`src/rtl/hazard_pkg.sv`:
```
// Shared types for the pipeline hazard/control unit: scoreboard entry layout,
// control FSM states and the forwarding-select encoding.
package hazard_pkg;

    // Scoreboard rd field is sized for the widest supported register index;
    // narrower indices are zero-extended on entry and on compare.
    localparam int SB_RD_W = 8;

    // Forwarding select value meaning "take the operand from the register file".
    localparam int FWD_REGFILE = 0;

    typedef enum logic [1:0] {
        RUN  = 2'd0,
        WAIT = 2'd1,
        ERR  = 2'd2
    } hz_state_e;

    typedef struct packed {
        logic               valid;
        logic [SB_RD_W-1:0] rd;
        logic               reg_wr;
        logic               is_load;
        logic               is_mem;
    } sb_entry_t;

endpackage

```
`src/rtl/hazard_ctrl_sat_counter.sv`:
```
// Saturating up-counter with synchronous active-low reset, used for the
// stall and flush performance counters.
module sat_counter #(
    parameter int WIDTH = 32
) (
    input  logic             clk,
    input  logic             reset,
    input  logic             inc,
    output logic [WIDTH-1:0] count
);

    // NOTE: sequential state uses non-blocking assignments so every flop
    // samples pre-edge values regardless of block ordering.
    always_ff @(posedge clk) begin
        if (!reset) begin
            count <= '0;
        end else if (inc && (count != '1)) begin
            count <= count + WIDTH'(1);
        end
    end

endmodule

```
`src/rtl/hazard_ctrl.sv`:
```
// N-stage pipeline control: in-flight destination scoreboard, operand
// forwarding selects, load-use stalls, branch flushes and dmem wait/timeout.
module hazard_ctrl
    import hazard_pkg::*;
#(
    parameter  int NUM_STAGES      = 3,
    parameter  int MEM_STAGE       = 1,
    parameter  int REG_INDEX_WIDTH = 5,
    parameter  int MEM_TIMEOUT     = 15,
    parameter  int CNT_WIDTH       = 32,
    localparam int FWD_W           = $clog2(NUM_STAGES)
) (
    input  logic                       clk,
    input  logic                       reset,
    input  logic                       dec_valid,
    input  logic [REG_INDEX_WIDTH-1:0] dec_rs1,
    input  logic [REG_INDEX_WIDTH-1:0] dec_rs2,
    input  logic                       dec_rs1_used,
    input  logic                       dec_rs2_used,
    input  logic [REG_INDEX_WIDTH-1:0] dec_rd,
    input  logic                       dec_reg_wr,
    input  logic                       dec_is_load,
    input  logic                       dec_is_mem,
    input  logic                       br_taken,
    input  logic                       mem_ready,
    output logic                       pipe_en,
    output logic                       stall_FD,
    output logic                       flush_FD,
    output logic                       issue,
    output logic [FWD_W-1:0]           fwd_a,
    output logic [FWD_W-1:0]           fwd_b,
    output logic                       mem_err,
    output logic [CNT_WIDTH-1:0]       stall_cnt,
    output logic [CNT_WIDTH-1:0]       flush_cnt
);

    localparam int LAST   = NUM_STAGES - 1;
    localparam int WAIT_W = $clog2(MEM_TIMEOUT + 1);
    // The detecting RUN cycle and the first WAIT cycle are wait cycles 1 and 2,
    // so the timeout fires when the WAIT count reaches MEM_TIMEOUT-2.
    localparam int TIMEOUT_LAST = MEM_TIMEOUT - 2;

    sb_entry_t          sb [1:LAST];
    sb_entry_t          new_entry;
    hz_state_e          state;
    logic [WAIT_W-1:0]  wait_cnt;
    logic               kill_q;
    logic               dmem_hold;
    logic               mem_hold;
    logic               dec_live;
    logic               hazard;

    function automatic logic [FWD_W-1:0] youngest_match(
        input sb_entry_t                  tbl [1:LAST],
        input logic [REG_INDEX_WIDTH-1:0] src,
        input logic                       used
    );
        logic [FWD_W-1:0] idx;
        idx = FWD_W'(FWD_REGFILE);
        for (int k = LAST; k >= 1; k--) begin
            if (used && tbl[k].valid && tbl[k].reg_wr && (tbl[k].rd != '0) &&
                (tbl[k].rd == SB_RD_W'(src))) begin
                idx = FWD_W'(k);
            end
        end
        return idx;
    endfunction

    // A load still at or before the memory stage cannot supply its data yet.
    function automatic logic load_not_ready(
        input sb_entry_t        tbl [1:LAST],
        input logic [FWD_W-1:0] idx
    );
        logic pending;
        pending = 1'b0;
        for (int k = 1; k <= LAST; k++) begin
            if ((int'(idx) == k) && (k <= MEM_STAGE)) begin
                pending = tbl[k].is_load;
            end
        end
        return pending;
    endfunction

    assign fwd_a = youngest_match(sb, dec_rs1, dec_rs1_used);
    assign fwd_b = youngest_match(sb, dec_rs2, dec_rs2_used);

    assign dec_live  = dec_valid & ~kill_q;
    assign hazard    = dec_live & (load_not_ready(sb, fwd_a) | load_not_ready(sb, fwd_b));
    assign dmem_hold = sb[MEM_STAGE].valid & sb[MEM_STAGE].is_mem & ~mem_ready;
    assign mem_hold  = dmem_hold | (state == ERR);

    assign pipe_en  = ~mem_hold;
    assign issue    = dec_live & ~hazard & ~mem_hold;
    assign stall_FD = (hazard | mem_hold) & ~kill_q;
    assign flush_FD = br_taken & issue;
    assign mem_err  = (state == ERR);

    // NOTE: every always_comb output gets a default first so no path leaves
    // it unassigned and a latch is never inferred.
    always_comb begin
        new_entry = '0;
        if (issue) begin
            new_entry.valid   = 1'b1;
            new_entry.rd      = SB_RD_W'(dec_rd);
            new_entry.reg_wr  = dec_reg_wr;
            new_entry.is_load = dec_is_load;
            new_entry.is_mem  = dec_is_mem;
        end
    end

    // NOTE: the scoreboard is a few flops, so whole entries are reset rather
    // than only the valid bits; payload never leaks X into the compares.
    always_ff @(posedge clk) begin
        if (!reset) begin
            for (int k = 1; k <= LAST; k++) begin
                sb[k] <= '0;
            end
        end else if (pipe_en) begin
            for (int k = LAST; k >= 2; k--) begin
                sb[k] <= sb[k-1];
            end
            sb[1] <= new_entry;
        end
    end

    always_ff @(posedge clk) begin
        if (!reset) begin
            kill_q   <= 1'b0;
            state    <= RUN;
            wait_cnt <= '0;
        end else begin
            kill_q <= flush_FD;
            case (state)
                RUN: begin
                    if (dmem_hold) begin
                        state    <= WAIT;
                        wait_cnt <= '0;
                    end
                end
                WAIT: begin
                    if (mem_ready) begin
                        state <= RUN;
                    end else if (wait_cnt == WAIT_W'(TIMEOUT_LAST)) begin
                        state <= ERR;
                    end else begin
                        wait_cnt <= wait_cnt + WAIT_W'(1);
                    end
                end
                ERR:     state <= ERR;
                default: state <= RUN;
            endcase
        end
    end

    sat_counter #(.WIDTH(CNT_WIDTH)) u_stall_cnt (
        .clk   (clk),
        .reset (reset),
        .inc   (stall_FD),
        .count (stall_cnt)
    );

    sat_counter #(.WIDTH(CNT_WIDTH)) u_flush_cnt (
        .clk   (clk),
        .reset (reset),
        .inc   (flush_FD),
        .count (flush_cnt)
    );

endmodule

```
`config.mk`:
```
export PLATFORM = sky130hd
export DESIGN_NAME = hazard_ctrl
export DESIGN_NICKNAME = d
export VERILOG_FILES = /design/src/rtl/hazard_pkg.sv /design/src/rtl/hazard_ctrl_sat_counter.sv /design/src/rtl/hazard_ctrl.sv
export SDC_FILE = /design/constraint.sdc
export NUM_CORES = 1
export LEC_CHECK = 0
export ABC_AREA = 0
export ABC_CLOCK_PERIOD_IN_PS = 2850
export CORE_ASPECT_RATIO = 0.8
export CORE_UTILIZATION = 45
export CTS_CLUSTER_DIAMETER = 80
export DETAILED_ROUTE_END_ITERATION = 6
export PLACE_DENSITY = 0.85
export SLEW_MARGIN = 20
export SYNTH_ARGS = -nofsm -noshare
export SYNTH_HDL_FRONTEND = slang
export SYNTH_SLANG_ARGS = --single-unit
```
`constraint.sdc`:
```
create_clock -name clk -period 2.85 [get_ports clk]
set_clock_uncertainty 0.05 [all_clocks]
set_input_delay 0.57 -clock clk [delete_from_list [all_inputs] [get_ports clk]]
set_output_delay 0.57 -clock clk [all_outputs]
set_load 0.02 [all_outputs]
```
==> metrics.csv <==
stage,metric,value,unit
grt,GRT overflow,0,
placement,I/O Buffers,97,
layout,"commonest non-fill, non-tap cell in the layout",dfxtp_1,
power_and_ir_drop,Max VDD drop,0.263,mV
sta,Final Hold Vio Count,0,
placement,gp weighted congestion,0.899,
layout,fill cell count,752,
critical_path,worst setup path start,dec_rs2[1],
detailed_routing,Final Routed Wirelength,12400,um
status,status,"finished, violations left",
sta,minimum clock period,2.82,ns
status,violated checks,DRC,
cts,clk_lat worst skew,0.33,ns
sta,Setup TNS,0,ns
cts,Clock Tree Buf Depth,2,
layout,"commonest non-fill, non-tap cells in the layout","dfxtp_1 (83), clkdlybuf4s50_1 (81), nor2_1 (54)",
detailed_routing,Metal-1 WL,5590,um
yosys,Async SR Flop Fraction,0,%
cts,CTS root buffer,clkbuf_16,
sta,Tightest Pin Transition,0.755,ns
worst_hold_path,min-delay worst type,flop to flop,
layout,proportion of layout cells with a drive suffix above 1,13.7,%
grt,pin count of the biggest net entering global routing,71,
yosys,Synth Flop Type,dfxtp_1,
yosys,Synth Instances,531,
yosys,Synthesis Warnings,0,
yosys,mapped cell area,0.00435,mm^2
sta,max-slew violation count,0,
detailed_routing,via count,4550,
critical_path,worst-path maximum fanout,3,
layout,layout net count,694,
floorplan,core area,0.00923,mm^2
critical_path,Setup CP Type,input pin to output pin,
detailed_routing,met3 wire len,705,um
cts,CTS tree,yes,
yosys,Post-synth EDFFs,0,
critical_path,WP data arrival,2.20,ns
layout,fin area,0.00610,mm^2
grt,first-pass GRT wire length,20200,um
yosys,post-synthesis compound-gate area fraction,15.1,%
job,max cap viols,0,
floorplan,number of I/O pins,98,
cts,clock-pin transition on the worst setup and hold timing paths,0.06,ns
yosys,synthesized-area fraction occupied by adder cells,1.15,%
sta,Fmax achieved,354,MHz
cts,TritonCTS Buffers,9,
layout,ant diodes,0,
cts,htree depth,3,
grt,vias in the first global route,4159,
critical_path,critical path cell sequence,clkbuf_2 > xor2_2 > nor4_2 > nand3_1 > buf_4 > a211oi_4 > nor2_4 > and2_4 > buf_6,
placement,DP HPWL,8690,um
floorplan,Die X,112,um
critical_path,r2r startpoint,sb[16],
floorplan,Row Count,31,
worst_hold_path,hold path startpoint,sb[2],
cts,CTS sink cnt,87,
power_and_ir_drop,Power Dens Cells,433,mW/mm^2
critical_path,Startpoint Class,input pin,
critical_path,Max stage delay on crit path,0.30,ns
yosys,mux cell area share after synthesis,1.38,%
sta,Final Setup Violations,0,
yosys,Post-Synth Simple-Gate Area,29.0,%
yosys,largest family of logic cells by synthesized area,simple AND/OR/NAND/NOR gates,
placement,dpl cell area,0.00569,mm^2
layout,fin util,66.1,%
critical_path,Required @ worst endpoint,2.23,ns
detailed_routing,Pre-Repair DR Iteration Count,7,
detailed_routing,Routed Antenna Nets,0,
power_and_ir_drop,Total Power,2.64,mW
grt,initial antenna violation count,0,
yosys,"flops & latches, synth",87,
power_and_ir_drop,Static Leak,2.17,nW
detailed_routing,DRC,7,
placement,DP Worst Slack,-0.768,ns
detailed_routing,vias per inst,5.80,
layout,area grow syn2layout,40.3,%
critical_path,CP max-delay cell,a211oi_4,
yosys,synth unique cells,44,
sta,RSZ-0062 raised after global routing,true,
detailed_routing,uppermost layer routed,met4,
yosys,post-synthesis sequential area ratio,40.1,%
grt,All-Layer GR Usage,24.5,%
floorplan,Die ar.,0.0101,mm^2
yosys,Mean Syn Cell Area,8.19,um^2
critical_path,Setup crit end kind,output pin,
sta,Final Cycle Share,99.1,%
floorplan,initial core utilization,47.1,%
detailed_routing,Iter 0 DRT Violations,254,
detailed_routing,DR WL/cell,15.8,um
yosys,syn nets,560,
yosys,xor and xnor area share after synthesis,9.87,%
sta,final worst setup slack,0.0255,ns
sta,Max-slew headroom,49.7,%
floorplan,die height,89.9,um
detailed_routing,WL met2,5860,um
[Yosys cell counts (4+ instances only)]
cell type | n | area [um^2]
clkbuf_1 | 16 | 60.1
or3_1 | 23 | 144
nand2b_1 | 9 | 56.3
and3_1 | 9 | 56.3
nand4_1 | 24 | 150
and2_1 | 5 | 31.3
o21ai_0 | 21 | 105
nor2_1 | 55 | 206
a211oi_1 | 7 | 52.6
o211ai_1 | 4 | 30.0
ha_1 | 4 | 50.1
a22oi_1 | 8 | 60.1
mux2i_1 | 6 | 60.1
o31ai_1 | 6 | 45.0
nor4_1 | 7 | 43.8
a21oi_1 | 40 | 200
dfxtp_1 | 87 | 1740
xor2_1 | 23 | 201
xnor2_1 | 26 | 228
nand3_1 | 26 | 130
nand2_1 | 51 | 191
nor3_1 | 9 | 45.0
inv_1 | 19 | 71.3
or4_1 | 7 | 52.6
[registers in the layout (all words and copies together), names as in the netlist]
name / flops
u_stall_cnt.count: 32
wait_cnt: 4
state: 2
sb: 16
u_flush_cnt.count: 32
kill_q: 1
[metal layers]
layer	vias to the layer above	global-route usage (%)
met5	-	0
li1	2176	-
met3	29	4.38
met4	0	7.88
met1	2171	32.8
met2	174	39.7
[cell type report]
type	count	area [um^2]	share of cell area [%]
Multi-Input combinational cell	405	2520	41.3
Sequential cell	87	1750	28.7
Timing Repair Buffer	142	1300	21.2
Clock buffer	11	253	4.14
Tap cell	115	144	2.36
Inverter	20	75.1	1.23
Clock inverter	5	63.8	1.05
[critical path, delay by kind of cell]
family | cells | cell delay (ns)
AO/OA/AOI/OAI | 1 | 0.30
XOR/XNOR | 1 | 0.17
buffers and inverters | 3 | 0.42
AND/OR/NAND/NOR | 4 | 0.73
[cell families after synthesis]
group / Yosys count
AOI/OAI and AO/OA: 103
xor gates and xnor gates: 49
and+or+nand+nor: 243
muxes: 6
buffers and inverters: 39
DFF: 87
adders and majority gates: 4
[through the flow]
| stage | std cells | hold slack [ns] |
|---|---|---|
| global route | 785 | 0.470 |
| finish | 785 | 0.447 |
| global placement | 764 | 0.403 |
| floorplan | 531 | 0.387 |
| detailed placement | 764 | 0.425 |
| CTS | 782 | 0.436 |
[worst paths after layout]
kind                                         endpoint  slack, ns  depth (start not counted)
worst max-delay path                         flush_FD       0.03                          9
worst min register to register                  sb[2]       0.45                          2
worst max register to register  u_stall_cnt.count[30]       0.14                          8
worst min-delay path                            sb[2]       0.45                          2
[report_power, final]
group	switching [mW]	internal [mW]	leakage [nW]
clock	0.490	0.733	0.152
sequential	0.0150	1.23	0.705
combinational	0.0891	0.0892	1.31
[timing repair]
action | CTS | global route
gates resized for setup | 48 | 29
setup endpoints to repair | 28 | 29
setup buffers | 3 | 3
hold buffers | 0 | 0
cloned | 0 | 0
pin swaps | 9 | 13
No activity file was read; power rests on OpenSTA's default activity.
==> RTL change (config.mk and constraints unchanged) <==
Re-encode `hz_state_e` (3 states) as one-hot, 3 bits wide.
--- a/src/rtl/hazard_pkg.sv
+++ b/src/rtl/hazard_pkg.sv
@@ -9,10 +9,10 @@
     // Forwarding select value meaning "take the operand from the register file".
     localparam int FWD_REGFILE = 0;
 
-    typedef enum logic [1:0] {
-        RUN  = 2'd0,
-        WAIT = 2'd1,
-        ERR  = 2'd2
+    typedef enum logic [2:0] {
+        RUN  = 3'b001,
+        WAIT = 3'b010,
+        ERR  = 3'b100
     } hz_state_e;
 
     typedef struct packed {
Function: no difference found for any inputs over 4 cycles, from zero or initial values and one cycle with reset low; so few cycles prove little.
==> RTL change against the unedited design <==
- sequential cell count rose by 1
- synthesized area rose by 7.0%
- first-iteration DRC count decreased by 13%
- combinational power rose by 12%
- routed wire length fell by 2.2%
- synthesized cell count grew 1.7%
- register-to-register slack better by 0.07 ns
- cell area increased by 4.1%
- power increased by 1.0%
- setup slack better by 0.052 ns
- critical path type unchanged
- critical endpoint unchanged
- largest cell class unchanged
==> RTL change: results <==
<?xml version="1.0" encoding="UTF-8"?>
<metrics>
  <group name="logic_synthesis">
    <metric name="synth_mux_area_share" unit="%">1.722</metric>
    <metric name="share_of_the_yosys_chip_area_belonging_to_registers" unit="%">37.88</metric>
    <metric name="synthesis.nets" unit="">569</metric>
    <metric name="compound_gate_portion_of_the_synthesized_area" unit="%">13.40</metric>
    <metric name="synth_adder_area_share" unit="%">1.076</metric>
    <metric name="synth_xor_area_share" unit="%">9.605</metric>
    <metric name="synthesized_instance_count" unit="">540</metric>
  </group>
  <group name="place">
    <metric name="dp.final_hpwl" unit="mm">9.027</metric>
    <metric name="placed_cells_incl_taps" unit="">799</metric>
    <metric name="place_congestion" unit="">0.9026</metric>
  </group>
  <group name="routing">
    <metric name="drc_violations_left" unit="">0</metric>
    <metric name="vias" unit="">4511</metric>
    <metric name="detail_route.wirelength" unit="mm">12.13</metric>
    <metric name="met3WireLength" unit="µm">689</metric>
    <metric name="drt_pre_antenna_iters" unit="">5</metric>
  </group>
  <group name="finish">
    <metric name="n_fill_cell" unit="">839</metric>
    <metric name="post_route_cells_drive_above_1_share" unit="%">13.24</metric>
  </group>
  <group name="setup_path">
    <metric name="critical_path.max_stage_delay" unit="ns">0.27</metric>
    <metric name="r2r_start" unit="">sb[15]</metric>
    <metric name="cell_class_contributing_the_biggest_share_of_worst_path_delay" unit="">buffers and inverters</metric>
    <metric name="arrival" unit="ns">2.15</metric>
    <metric name="critPathSlowestCell" unit="">sky130_fd_sc_hd__nor4_1</metric>
  </group>
  <group name="global_route">
    <metric name="grtUsageMet2" unit="%">39.02</metric>
    <metric name="first_global_vias" unit="">4361</metric>
    <metric name="wire_length_of_the_first_global_routing_pass" unit="mm">20.23</metric>
  </group>
  <group name="clock_tree">
    <metric name="cts.repair.resized" unit="">25</metric>
  </group>
  <group name="pwr">
    <metric name="total_power" unit="W">0.002672</metric>
    <metric name="p_leak" unit="nW">2.396</metric>
    <metric name="vdd.ir_drop.worst" unit="mV">0.2950</metric>
    <metric name="p_switching" unit="W">0.0005968</metric>
  </group>
  <group name="hold_path">
    <metric name="hold_depth" unit="">1</metric>
    <metric name="hold_path.startpoint" unit="">wait_cnt[3]</metric>
  </group>
  <group name="sta">
    <metric name="worst-slew-pin-transition" unit="ns">0.5568</metric>
  </group>
  <group name="outcome">
    <metric name="outcome" unit="">completed</metric>
  </group>
</metrics>
==> RTL change: changes by cell type after synthesis, sizes merged, moves of 9 or more <==
cell / delta
nor2: -32
a21oi: -30
inv: -9
nor2b: +12
o21ai: -11
a21boi: +21
and2: +31
nand4: -13
or3: -19
nand3: +14
==> RTL change: area by class of cell <==
class	count	share of cell area (%)
Clock buffer	12	4.036
Clock inverter	4	0.8269
Timing Repair Buffer	150	21.24
Tap cell	136	2.678
Sequential cell	88	27.72
Inverter	11	0.6891
Multi-Input combinational cell	415	42.80
==> RTL change: per-stage QoR <==
| stage | TNS, ns | util (%) | setup WS [ns] | instance area (µm²) |
|---|---|---|---|---|
| after global routing | -0.03527 | 64.52 | -0.03527 | 6355 |
| after global placement | -8.358 | 61.36 | -0.4319 | 6043 |
| after CTS | 0 | 64.44 | 0.009909 | 6347 |
| after floorplan | 0 | - | 0.1334 | 4651 |
| final | 0 | 64.52 | 0.07731 | 6355 |
| after detailed placement | -10.63 | 61.36 | -0.4235 | 6043 |
